**config.mk**
```make
export PLATFORM = sky130hd
export DESIGN_NAME = matvec_job_arbiter
export DESIGN_NICKNAME = d
export VERILOG_FILES = /design/src/rtl/matvec_job_arbiter.sv
export SDC_FILE = /design/constraint.sdc
export NUM_CORES = 1
export LEC_CHECK = 0
export CAP_MARGIN = 20
export CORE_MARGIN = 3
export CORE_UTILIZATION = 28
export DETAILED_ROUTE_END_ITERATION = 10
export PLACE_DENSITY = 0.88
export SLEW_MARGIN = 10
export SYNTH_ARGS = -nofsm -noshare
export SYNTH_HDL_FRONTEND = slang
export SYNTH_SLANG_ARGS = --single-unit
```
**constraint.sdc**
```tcl
create_clock -name clk -period 3.98 [get_ports clk]
set_input_delay 1.194 -clock clk [delete_from_list [all_inputs] [get_ports clk]]
set_output_delay 1.194 -clock clk [all_outputs]
set_load 0.05 [all_outputs]
```
**src/rtl/matvec_job_arbiter.sv**
```systemverilog
// Round-robin, job-locked sharing of one matvec3 engine between two valid/ready clients.
// Define MATVEC_ARB_STATS_EN to add per-client completed-job counters (job_cnt0/job_cnt1).
module matvec_job_arbiter #(
  parameter int WIDTH_IN  = 14,
  parameter int WIDTH_OUT = 28,
  parameter int IN_WORDS  = 12,
  parameter int OUT_WORDS = 3
) (
  input  logic                 clk,
  input  logic                 reset,
  input  logic                 c0_in_valid,
  output logic                 c0_in_ready,
  input  logic [WIDTH_IN-1:0]  c0_in_data,
  input  logic                 c1_in_valid,
  output logic                 c1_in_ready,
  input  logic [WIDTH_IN-1:0]  c1_in_data,
  output logic                 c0_out_valid,
  input  logic                 c0_out_ready,
  output logic [WIDTH_OUT-1:0] c0_out_data,
  output logic                 c1_out_valid,
  input  logic                 c1_out_ready,
  output logic [WIDTH_OUT-1:0] c1_out_data,
  output logic                 eng_in_valid,
  input  logic                 eng_in_ready,
  output logic [WIDTH_IN-1:0]  eng_in_data,
  input  logic                 eng_out_valid,
  output logic                 eng_out_ready,
  input  logic [WIDTH_OUT-1:0] eng_out_data,
  output logic                 grant,
  output logic                 busy
`ifdef MATVEC_ARB_STATS_EN
  ,
  output logic [15:0]          job_cnt0,
  output logic [15:0]          job_cnt1
`endif
);

  localparam int IN_CW  = (IN_WORDS  > 1) ? $clog2(IN_WORDS)  : 1;
  localparam int OUT_CW = (OUT_WORDS > 1) ? $clog2(OUT_WORDS) : 1;

  typedef enum logic [1:0] {IDLE, LOAD, DRAIN} state_t;

  state_t            state_q, state_d;
  logic [IN_CW-1:0]  in_cnt_q, in_cnt_d;
  logic [OUT_CW-1:0] out_cnt_q, out_cnt_d;
  logic              last_q, last_d;
  logic              grant_q, grant_d;
  logic              in_beat, out_beat;
  logic              job_done;

  always_ff @(posedge clk) begin
    if (reset) begin
      state_q   <= IDLE;
      in_cnt_q  <= '0;
      out_cnt_q <= '0;
      last_q    <= 1'b1;  // makes client0 win the first tie
      grant_q   <= 1'b0;
    end else begin
      state_q   <= state_d;
      in_cnt_q  <= in_cnt_d;
      out_cnt_q <= out_cnt_d;
      last_q    <= last_d;
      grant_q   <= grant_d;
    end
  end

  always_comb begin
    state_d       = state_q;
    in_cnt_d      = in_cnt_q;
    out_cnt_d     = out_cnt_q;
    last_d        = last_q;
    grant_d       = grant_q;
    c0_in_ready   = 1'b0;
    c1_in_ready   = 1'b0;
    eng_in_valid  = 1'b0;
    eng_in_data   = '0;
    c0_out_valid  = 1'b0;
    c1_out_valid  = 1'b0;
    c0_out_data   = '0;
    c1_out_data   = '0;
    eng_out_ready = 1'b0;
    in_beat       = 1'b0;
    out_beat      = 1'b0;
    job_done      = 1'b0;

    case (state_q)
      IDLE: begin
        if (c0_in_valid || c1_in_valid) begin
          state_d = LOAD;
          grant_d = (c0_in_valid && c1_in_valid) ? ~last_q : c1_in_valid;
        end
      end
      LOAD: begin
        if (grant_q) begin
          eng_in_valid = c1_in_valid;
          eng_in_data  = c1_in_data;
          c1_in_ready  = eng_in_ready;
        end else begin
          eng_in_valid = c0_in_valid;
          eng_in_data  = c0_in_data;
          c0_in_ready  = eng_in_ready;
        end
        in_beat = eng_in_valid && eng_in_ready;
        if (in_beat) begin
          if (in_cnt_q == IN_CW'(IN_WORDS - 1)) begin
            in_cnt_d = '0;
            state_d  = DRAIN;
          end else begin
            in_cnt_d = in_cnt_q + 1'b1;
          end
        end
      end
      DRAIN: begin
        if (grant_q) begin
          c1_out_valid  = eng_out_valid;
          c1_out_data   = eng_out_data;
          eng_out_ready = c1_out_ready;
        end else begin
          c0_out_valid  = eng_out_valid;
          c0_out_data   = eng_out_data;
          eng_out_ready = c0_out_ready;
        end
        out_beat = eng_out_valid && eng_out_ready;
        if (out_beat) begin
          if (out_cnt_q == OUT_CW'(OUT_WORDS - 1)) begin
            out_cnt_d = '0;
            last_d    = grant_q;
            state_d   = IDLE;
            job_done  = 1'b1;
          end else begin
            out_cnt_d = out_cnt_q + 1'b1;
          end
        end
      end
      default: state_d = IDLE;
    endcase
  end

  assign grant = grant_q;
  assign busy  = (state_q != IDLE);

`ifdef MATVEC_ARB_STATS_EN
  logic [15:0] job_cnt0_q, job_cnt0_d;
  logic [15:0] job_cnt1_q, job_cnt1_d;

  // Counters wrap naturally at 16 bits.
  always_comb begin
    job_cnt0_d = job_cnt0_q;
    job_cnt1_d = job_cnt1_q;
    if (job_done && !grant_q) job_cnt0_d = job_cnt0_q + 16'd1;
    if (job_done &&  grant_q) job_cnt1_d = job_cnt1_q + 16'd1;
  end

  always_ff @(posedge clk) begin
    if (reset) begin
      job_cnt0_q <= '0;
      job_cnt1_q <= '0;
    end else begin
      job_cnt0_q <= job_cnt0_d;
      job_cnt1_q <= job_cnt1_d;
    end
  end

  assign job_cnt0 = job_cnt0_q;
  assign job_cnt1 = job_cnt1_q;
`endif

endmodule

```
Word level (Yosys, flattened, before mapping)

Index checks and enable logic that the tools add are counted.

Bits in registers: 10
Bits in latches: 0
RAM bits: 0
ROM bits: 0
Output and inout bits: 78
Logic and storage cells: 57
Memories kept: 0

Add/subtract/negate cells: 2
Multipliers: 0
Divide/modulo/power cells: 0
Order comparisons: 0
Eq/ne operators: 9
Shift operators: 0
Multiplexer cells: 29
Bitwise logic cells: 1
Reductions and logical operators: 11

Operator list:

| cell                  | count |
|---|---|
| $mux W28              | 4 |
| $mux W14              | 2 |
| $mux W1               | 15 |
| $mux W2               | 6 |
| $ne A2 B2 Y1 const B  | 5 |
| $pmux W2 S3           | 1 |
| $reduce_and A2 Y1     | 3 |
| $reduce_and A5 Y1     | 1 |
| $add A4 B1 Y4 const B | 1 |
| $eq A2 B2 Y1 const B  | 2 |
| $eq A4 B4 Y1 const B  | 1 |
| $mux W4               | 1 |
| $logic_and A1 B1 Y1   | 3 |
| $reduce_and A3 Y1     | 1 |
| $add A2 B1 Y2 const B | 1 |
| $eq A2 B1 Y1 const B  | 1 |
| $logic_not A2 Y1      | 1 |
| $reduce_bool A2 Y1    | 1 |
| $logic_or A1 B1 Y1    | 1 |
| $not A1 Y1            | 1 |

Logic depth before layout (Yosys ltp)

Depth after elaboration: 5
Gate-level depth with buffers: 6
Gate-level depth less buffers: 4

Least setup slack after synthesis

OpenSTA, ideal clock, no wires.

Path kind: input port to output port
Start: input c1_in_valid
End: output eng_in_valid
Data arrival time: 2.113 ns
Data required time: 2.786 ns
Slack: 0.673 ns
Stages: 3
Path buffers: 1
Cell sequence: mux2i_1 buf_2 nor2_1

Cells in the longest elaborated chain, start to end: 3

Ends and longest elaborated chain:

| element              | RTL line | RTL |
|---|---|---|
| start, declared      | 14       | `input logic c1_in_valid,` |
| $mux W1              | 94       | `if (grant_q) begin` |
| $mux W1 (2 in a row) | 86       | `case (state_q)` |
| end, declared        | 23       | `output logic eng_in_valid,` |

No other way between the ends. The select of a mux whose other input is x is not followed.

Worst setup path in the final report

Start: input eng_in_ready
End: output c0_in_ready

Cells in the longest elaborated chain, start to end: 2

Ends and longest elaborated chain:

| element         | RTL line | RTL |
|---|---|---|
| start, declared | 24       | `input logic eng_in_ready,` |
| $mux W1         | 94       |  |
| $mux W1         | 86       |  |
| end, declared   | 12       | `output logic c0_in_ready,` |

No other way between the ends.

==> summary.md <==
| Metric | Value |
|---|---|
| Outcome | `finished clean` |
| Die W | `approximately 70 um` |
| Synth Register Bits | `10` |
| Global-route wire length before repair | `a little under 9000 um` |
| Startpoint types | `input pin` |
| Worst R2R Start | `grant` |
| Clk_skew | `0.00723 ns` |
| Root buf cell | `clkbuf_8` |
| CTS tree | `yes` |
| Initial Utilization | `a little under a third` |
| Total wire length | `roughly 5500 um` |
| Vias | `approximately 1700` |
| Hold Path Class | `flip-flop to flip-flop` |
| Port bufs | `around 140` |
| Area leader, netlist | `and2_1` |
| CP Capture Type | `output pin` |
| Library cells used by synthesis | `30` |
| Leakage Power | `between 1 and 1.5 nW` |
| 1st-iter DRT viols | `between 40 and 50` |
| Clock buffer count from CTS | `3` |
| Post-DRT Antenna Nets | `0` |
| Maximum vdd drop | `about 0.18 mV` |
| Final Wtd Congestion | `slightly below 0.8` |
| WP data required | `~2.8 ns` |
| FF-to-FF setup slack | `1.92 ns` |
| RSZ-0062 raised after global routing | `false` |
| Total chip power | `407 uW` |
| Vias/cell | `a little under 5` |
| Yosys Warn Count | `0` |
| Setup TNS | `0 ns` |
| Avg Cell Area, Syn | `approximately 7.0 um^2` |
| Fin nets | `around 370` |
| Clk slew on worst S/H paths | `~0.050 ns` |
| Syn Nets | `about 230` |
| CTS Hold Bufs | `0` |
| Ant diodes | `0` |
| Hold_sp | `in_cnt_q[1]` |
| H-tree depth | `1` |
| DR WL/cell | `between 15 and 20 um` |
| Area grow syn2layout | `184%` |
| Worst-Skew Late Latency | `roughly 0.24 ns` |
| Post-DP HPWL | `between 4000 and 5000 um` |
| Vias in the first global route | `1629` |
| Die H | `between 60 and 70 um` |
| Number of remaining DRC errors | `0` |
| Max-Cap Viols | `0` |
| # setup viols final | `0` |
| Period Utilization, post-route | `about nine tenths` |
| Synthesized instance count | `approximately 160` |
| Max Fclk | `around 280 MHz` |
| Total Routing Usage GR | `21.7%` |
| Largest net degree at the start of global routing | `30` |
| Initial antenna violation count | `0` |
| Cell Area, Synth | `around 1100 um^2` |
| Clock Path Buffers | `2` |
| Max_slew headroom | `57.4%` |
| Final count of pins violating max slew | `0` |
| Die area | `just under 5000 um^2` |
| Pwr/cell area | `126 nW/um^2` |
| Core box area | `approximately 3800 um^2` |
| Gr ovfl total | `0` |
| Top cell type's share of synthesized area | `a little under a third` |
| Post-CTS Setup Bufs | `0` |
| Rows | `22` |
| Clock sinks | `10` |
| Worst hold stages | `2` |
| Drt pass-1 iters | `4` |
| Layout cells sized above 1 | `28.8%` |
| Worst-margin pin slew | `between 0.6 and 0.7 ns` |
| CP Class | `input pin to output pin` |
| # IOs | `approximately 140` |
| R2R cell count | `5` |
| CP Max Fanout | `8` |
| Sequential area share after synthesis | `17.6%` |
| Crit path from | `eng_in_ready` |
| Synth top area cells | `and2_1 (32%), dfxtp_1 (18%), mux2i_1 (15%), nor2_1 (7.6%), a21oi_1 (3.1%)` |
| Crit path time final | `~3.5 ns` |
| Worst Path Arrival | `approximately 2.4 ns` |
| Hold Vio Cnt, Final | `0` |
| CTS resizes | `0` |
-- synth_stat cells --
library cell,n
and2_1,58
nor2_1,23
mux2i_1,17
dfxtp_1,10
a21oi_1,7
buf_2,6
clkbuf_1,6
o21ai_0,4
nand3b_1,3
or3_1,3
inv_1,2
nand2_1,2
nand2b_1,2
o31ai_1,2
or4_1,2
a2111oi_0,1
a211oi_1,1
a32o_1,1
ha_1,1
inv_2,1
nand3_1,1
nand4b_1,1
nor3_1,1
nor4_1,1
nor4b_1,1
o21ai_1,1
o21bai_1,1
or2_2,1
or3b_1,1
or4b_1,1
-- sequential cells by signal, summed over array words and instances (netlist names) --
| signal | cells |
|---|---|
| last_q | 1 |
| state_q | 2 |
| grant | 1 |
| out_cnt_q | 2 |
| in_cnt_q | 4 |
-- stage by stage --
stage	instances	hold WS (ns)	utilization [%]	cell area [um^2]	setup slack (ns)
after floorplan	162	0.464	-	1140	0.673
after global placement	343	0.481	83.9	3190	0.485
after detailed placement	343	0.501	83.9	3190	0.443
after CTS	347	0.507	85.3	3240	0.435
after global routing	347	0.545	85.3	3240	0.352
final	347	0.503	85.3	3240	0.438
-- layout make-up --
class | instances | area, um^2
Clock buffer | 4 | 55.1
Fill cell | 208 | 557
Inverter | 3 | 11.3
Multi-Input combinational cell | 137 | 876
Sequential cell | 10 | 200
Tap cell | 48 | 60.1
Timing Repair Buffer | 145 | 2040
-- critical path, cell delays in order --
cell	delay (ns)
clkdlybuf4s50_1	0.50
nand3b_1	0.22
nor2_1	0.26
buf_12	0.17
-- power by group --
| part | internal (mW) | total, mW | switching, mW |
|---|---|---|---|
| logic | 0.0901 | 0.176 | 0.0854 |
| registers | 0.102 | 0.105 | 0.00303 |
| clock network | 0.0869 | 0.126 | 0.0391 |
| total | 0.279 | 0.407 | 0.128 |
-- final timing paths --
| check | endpoint |
|---|---|
| worst max-delay path | c0_in_ready |
| worst min-delay path | in_cnt_q[1] |
| worst max register to register | state_q[0] |
| worst min register to register | in_cnt_q[1] |
-- layout by cell type, fill, tap and decap left out, drive strengths merged --
| cell type | Yosys | final |
|---|---|---|
| o21bai | 1 | 1 |
| a2111oi | 1 | 1 |
| nor2 | 23 | 23 |
| or4b | 1 | 1 |
| or3 | 3 | 3 |
| nand2 | 2 | 2 |
| nor4 | 1 | 1 |
| a21oi | 7 | 7 |
| nand3 | 1 | 1 |
| buf | 6 | 80 |
| mux2i | 17 | 17 |
| clkbuf | 6 | 4 |
| a211oi | 1 | 1 |
| nand3b | 3 | 3 |
| or4 | 2 | 2 |
| o31ai | 2 | 2 |
| o21ai | 5 | 5 |
| nor3 | 1 | 1 |
| or3b | 1 | 1 |
| dfxtp | 10 | 10 |
| nand4b | 1 | 1 |
| nand2b | 2 | 2 |
| or2 | 1 | 1 |
| clkdlybuf4s50 | 0 | 65 |
| a32o | 1 | 1 |
| inv | 3 | 3 |
| ha | 1 | 1 |
| nor4b | 1 | 1 |
| and2 | 58 | 58 |
-- logic make-up after synthesis --
group / share of synthesized area (%)
fa+ha+maj: 1.10
flops: 17.6
buf+inv: 5.60
simple gates: 51.3
mux: 14.9
compound gates: 9.55
-- routing by layer --
| metal | vias to the layer above | global-route usage, % | share of wire, % |
|---|---|---|---|
| li1 | 819 | - | - |
| met1 | 752 | 22.9 | 36 |
| met2 | 99 | 42.8 | 54 |
| met3 | 9 | 4.78 | 8.2 |
| met4 | 0 | 5.11 | 1.9 |
| met5 | - | 0 | 0 |
Power figures use the tool's default switching activity.
